<file path="src/rtl/vga_buffer_sched.sv">
// Double-buffer write scheduler: FIFOs pixel writes into the back buffer and swaps buffers on vsync.
// Optional macro CLEAR_ON_SWAP_EN zero-fills the new back buffer after every swap.
module vga_buffer_sched #(
    parameter int DATA_W     = 32,
    parameter int ADDR_W     = 6,
    parameter int FIFO_DEPTH = 4,
    parameter int FIFO_AW    = 2
) (
    input  logic              clk,
    input  logic              rst,
    input  logic              vsync,
    input  logic              wr_valid,
    output logic              wr_ready,
    input  logic [ADDR_W-1:0] wr_addr,
    input  logic [DATA_W-1:0] wr_data,
    input  logic              swap_req,
    output logic              swap_pending,
    output logic              swap_done,
    output logic [FIFO_AW:0]  fifo_level,
    output logic [DATA_W-1:0] data,
    output logic [ADDR_W-1:0] wraddress,
    output logic              wren,
    output logic              memorySel
);

    localparam logic [FIFO_AW:0]   DEPTH_L = (FIFO_AW + 1)'(FIFO_DEPTH);
    localparam logic [FIFO_AW:0]   ONE_L   = (FIFO_AW + 1)'(1);
    localparam logic [FIFO_AW:0]   ZERO_L  = '0;
    localparam logic [FIFO_AW-1:0] PTR_ONE = FIFO_AW'(1);

    typedef enum logic [2:0] {
        IDLE    = 3'd0,
        DRAIN   = 3'd1,
        WAIT_VS = 3'd2,
        SWAP    = 3'd3,
        CLEAR   = 3'd4
    } state_t;

    state_t state;
    state_t state_nxt;

    logic [ADDR_W-1:0]  fifo_addr [FIFO_DEPTH];
    logic [DATA_W-1:0]  fifo_data [FIFO_DEPTH];
    logic [FIFO_AW-1:0] wr_ptr;
    logic [FIFO_AW-1:0] rd_ptr;
    logic [FIFO_AW:0]   count;
    logic [FIFO_AW:0]   drain_cnt;
    logic [FIFO_AW:0]   drain_cnt_nxt;
    logic               full;
    logic               empty;
    logic               push;
    logic               pop;
    logic               vs_q;
    logic               fall;
    logic               sel_toggle;
`ifdef CLEAR_ON_SWAP_EN
    logic [ADDR_W-1:0]  clear_addr;
`endif

    assign full         = (count == DEPTH_L);
    assign empty        = (count == ZERO_L);
    assign wr_ready     = rst && !full;
    assign push         = wr_valid && wr_ready;
    assign fall         = vs_q && !vsync;
    assign fifo_level   = count;
    assign swap_pending = (state == DRAIN) || (state == WAIT_VS);

    // drain_cnt snapshots the entries queued before the swap request; later pushes belong to the next frame
    always_comb begin
        state_nxt     = state;
        pop           = 1'b0;
        drain_cnt_nxt = drain_cnt;
        sel_toggle    = 1'b0;
        case (state)
            IDLE: begin
                pop = !empty;
                if (swap_req) begin
                    drain_cnt_nxt = count - (empty ? ZERO_L : ONE_L);
                    state_nxt     = (drain_cnt_nxt != ZERO_L) ? DRAIN : WAIT_VS;
                end
            end
            DRAIN: begin
                pop           = !empty;
                drain_cnt_nxt = drain_cnt - ONE_L;
                if (drain_cnt == ONE_L) begin
                    state_nxt = WAIT_VS;
                end
            end
            WAIT_VS: begin
                if (fall) begin
                    state_nxt = SWAP;
                end
            end
            SWAP: begin
                sel_toggle = 1'b1;
`ifdef CLEAR_ON_SWAP_EN
                state_nxt  = CLEAR;
`else
                state_nxt  = IDLE;
`endif
            end
`ifdef CLEAR_ON_SWAP_EN
            CLEAR: begin
                if (clear_addr == '1) begin
                    state_nxt = IDLE;
                end
            end
`endif
            default: state_nxt = IDLE;
        endcase
    end

    always_ff @(posedge clk) begin
        if (!rst) begin
            state      <= IDLE;
            wr_ptr     <= '0;
            rd_ptr     <= '0;
            count      <= '0;
            drain_cnt  <= '0;
            vs_q       <= 1'b1;
            wren       <= 1'b0;
            data       <= '0;
            wraddress  <= '0;
            memorySel  <= 1'b0;
            swap_done  <= 1'b0;
`ifdef CLEAR_ON_SWAP_EN
            clear_addr <= '0;
`endif
        end else begin
            state     <= state_nxt;
            drain_cnt <= drain_cnt_nxt;
            vs_q      <= vsync;
            swap_done <= sel_toggle;
            if (sel_toggle) begin
                memorySel <= !memorySel;
            end
            if (push) begin
                wr_ptr <= wr_ptr + PTR_ONE;
            end
            if (pop) begin
                rd_ptr <= rd_ptr + PTR_ONE;
            end
            case ({push, pop})
                2'b10:   count <= count + ONE_L;
                2'b01:   count <= count - ONE_L;
                default: count <= count;
            endcase
            // memory write stage: one cycle behind the pop decision
            wren <= pop;
            if (pop) begin
                data      <= fifo_data[rd_ptr];
                wraddress <= fifo_addr[rd_ptr];
            end
`ifdef CLEAR_ON_SWAP_EN
            if (state == CLEAR) begin
                wren       <= 1'b1;
                data       <= '0;
                wraddress  <= clear_addr;
                clear_addr <= clear_addr + ADDR_W'(1);
            end
`endif
        end
    end

    always_ff @(posedge clk) begin
        if (push) begin
            fifo_addr[wr_ptr] <= wr_addr;
            fifo_data[wr_ptr] <= wr_data;
        end
    end

endmodule
</file>
<file path="config.mk">
export PLATFORM = sky130hd
export DESIGN_NAME = vga_buffer_sched
export DESIGN_NICKNAME = d
export VERILOG_FILES = /design/src/rtl/vga_buffer_sched.sv
export SDC_FILE = /design/constraint.sdc
export NUM_CORES = 1
export LEC_CHECK = 0
export CAP_MARGIN = 20
export CORE_MARGIN = 4
export CORE_UTILIZATION = 52
export DETAILED_ROUTE_END_ITERATION = 10
export PLACE_DENSITY = 0.78
export SETUP_SLACK_MARGIN = 0.3
export SLEW_MARGIN = 20
export SYNTH_ARGS = -nofsm -noshare
export SYNTH_HDL_FRONTEND = slang
export SYNTH_SLANG_ARGS = --single-unit
</file>
<file path="constraint.sdc">
create_clock -name clk -period 2.95 [get_ports clk]
set_input_delay 0.59 -clock clk [delete_from_list [all_inputs] [get_ports clk]]
set_output_delay 0.59 -clock clk [all_outputs]
set_load 0.03 [all_outputs]
</file>
==> flow_summary.json <==
{
  "antenna_left": 0,
  "ys_seq_elements": 206,
  "rsz0062_at_grt": "no",
  "worst_ep_arrival_time_ns": 1.69,
  "r2r_slack_ns": 0.68,
  "gp_congestion": 0.7467,
  "p_per_area_mw_per_mm2": 962.6,
  "seqPwrFrac_pct": 43.1,
  "status": "complete, no violations",
  "finalNetCount": 629,
  "fmaxAchievable_ghz": 0.4382,
  "swShare_pct": 31.92,
  "viasPerCell": 5.508,
  "worst_path_largest_cell_delay_ns": 0.73,
  "r2r-start": "state[1]",
  "drt_pass1_iterations": 4,
  "syn_area_per_cell_um2": 16.44,
  "final-hold-violation-count": 0,
  "crit_chain": "clkdlybuf4s50_1",
  "tightest_slew_ns": 0.7852,
  "cts.clk_slew.worst_paths_ns": 0.06,
  "dpl.hpwl_um": 9333,
  "max_slew_margin_pct": 47.65,
  "area_growth_pct": 22.72,
  "drv_cap": 0,
  "grt_max_degree": 44,
  "crit_type": "reg2out",
  "synthCells": 469,
  "hold_start": "data[18]",
  "clkPwrFrac_pct": 26.3,
  "holdPathEnd": "data[18]",
  "maxSlewViolCount": 0,
  "crit_path_end_kind": "output pin",
  "netlist_area_mm2": 0.007709,
  "synth-main-ff-cell": "edfxtp_1",
  "cts_tree": "built",
  "die_x_um": 129.8,
  "grt_pass1_wl_um": 23920,
  "synth.distinct_cells": 32,
  "yosys.area.top_type": "edfxtp_1",
  "wirelength_um": 14940,
  "io_buffers": 88,
  "power_mw": 9.106,
  "vias": 4236,
  "internal-power_mw": 6.200,
  "ios": 89,
  "dieHeight_um": 129.8,
  "setup_viol": 0,
  "irDropWorstVdd_uv": 534.1,
  "wire_per_inst_um": 19.43,
  "grt_overflow": 0,
  "hold_depth": 2,
  "cp_max_fo": 8,
  "numClockSinks": 206,
  "p_switching_mw": 2.906,
  "clkLatencyLatePin_ns": 0.48,
  "antenna_found_initial": 0,
  "r2r_end": "fifo_level[2]",
  "final_util_pct": 65.09,
  "crit_slowest_cell": "clkdlybuf4s50_1",
  "mostFrequentLayoutCell": "edfxtp_1",
  "fin_hold_ws_ns": 0.4456,
  "coreArea_mm2": 0.01453,
  "cp.required_ns": 2.36,
  "final_cell_mix": "edfxtp_1, clkdlybuf4s50_1, nand2_1, dfxtp_1, mux4_2",
  "numCtsBuffers": 20,
  "netlist.area_leader.share_pct": 59.21,
  "drive_above_1_share_pct": 15.90,
  "skew_ns": 0.01078,
  "die_area_mm2": 0.01684,
  "combPwrFrac_pct": 30.6,
  "clk_path_buf_depth": 3,
  "worst-path-buf-inv": 1,
  "htreeDepth": 1,
  "clockRootBuffer": "clkbuf_16",
  "stdcell_count": 769,
  "dp_cells": 733,
  "synthArstFlopShare_pct": 0,
  "antennaDiodeCount": 0,
  "fin_tns_setup_ns": 0,
  "rows": 44,
  "synth_area_leaders": "edfxtp_1, dfxtp_1, mux4_2, nand2_1, ha_1",
  "leakage_nw": 3.150,
  "grt_pass1_vias": 4509,
  "cp_top_family": "buffers and inverters",
  "route.detailed.drc": 0,
  "ys_seq_area_share_pct": 73.23,
  "syn_nets": 527,
  "start_util_pct": 53.04,
  "reg2regPathDepth": 9,
  "first_iter_violations": 284,
  "synth_warnings": 0,
  "fin_crit_sh_pct": 77.36,
  "hp-class": "reg2reg",
  "fin_crit_ns": 2.282,
  "synth_edf_count": 152,
  "startpoint_type": "flop",
  "grt_use_total_pct": 18.26
}
[synth_stat cells (2+ instances only)]
master and number:
edfxtp_1 152, and2_1 7, ha_1 14, buf_6 2, clkbuf_1 10, nand2b_1 5
mux4_2 38, o21ai_1 14, xor2_1 3, o21ai_0 28, a21oi_1 9, buf_2 9
xnor2_1 4, dfxtp_1 54, inv_1 15, nor2_1 10, nand2_1 79, or3_1 2
[sequential cells by signal (all words and copies together), names as in the netlist]
| signal | flops |
|---|---|
| data | 32 |
| drain_cnt | 3 |
| fifo_addr | 24 |
| fifo_data | 128 |
| fifo_level | 3 |
| memorySel | 1 |
| rd_ptr | 2 |
| state | 2 |
| swap_done | 1 |
| vs_q | 1 |
| wr_ptr | 2 |
| wraddress | 6 |
| wren | 1 |
[repair_timing]
| item | in CTS | in global routing |
|---|---|---|
| hold buffers | 0 | 0 |
| endpoints found under the setup margin | 0 | 1 |
| setup buffers | 0 | 0 |
| gates resized for setup | 0 | 1 |
[cells by family (layout without fill, tap and decap cells)]
group           Yosys count  in the layout  share of synthesized area, %
buf+inv                  38            154                         2.240
xor+xnor                  7              7                        0.7953
compound gates           60             60                         4.399
mux                      39             39                         11.23
fa+ha+maj                15             15                         2.532
flops                   206            206                         73.23
simple gates            104            104                         5.567
[routing by layer]
layer  vias to the layer above  track usage [%]  routed length (um)  share of wire, %
met2                       148            31.03                7515                50
li1                       1946                -                   -                 -
met1                      2106            24.12                6168                41
met3                        36            3.316                 866               5.8
met4                         0            6.112                 392               2.6
met5                         -                0                   0                 0
[area by class of cell]
class	count	area [um^2]
Sequential cell	206	5650
Fill cell	1007	5074
Multi-Input combinational cell	225	1898
Timing Repair Buffer	103	1001
Clock buffer	27	548.0
Tap cell	184	230.2
Clock inverter	9	76.32
Inverter	15	56.30
[how the worst max path moves through the flow]
stage	slack, ns	to	depth (start not counted)	start
2_1_floorplan	0.42	fifo_addr[1][0]	4	rst
3_3_place_gp	0.53	fifo_level[2]	10	wr_valid
3_5_place_dp	0.48	fifo_level[2]	10	wr_valid
4_1_cts	0.33	swap_pending	3	state[1]
5_1_grt	0.53	fifo_level[2]	9	state[1]
6_report	0.67	fifo_level[2]	1	fifo_level[2]
[stage by stage]
| step | cell area, um^2 | worst slack (ns) |
|---|---|---|
| after global placement | 8833 | 0.5266 |
| after floorplan | 7709 | 0.4166 |
| final | 9460 | 0.6679 |
| after global routing | 9460 | 0.5261 |
| after detailed placement | 8833 | 0.4760 |
| after CTS | 9458 | 0.3303 |
[power groups by stage]
stage	clock, mW	sequential [mW]	combinational, mW
after floorplan	0	4.23	1.55
after global placement	0	3.97	2.73
after detailed placement	0	3.99	2.81
after CTS	2.45	3.93	2.83
after global routing	2.58	4.00	3.03
final	2.40	3.92	2.79
No activity file was read; power rests on OpenSTA's default activity.
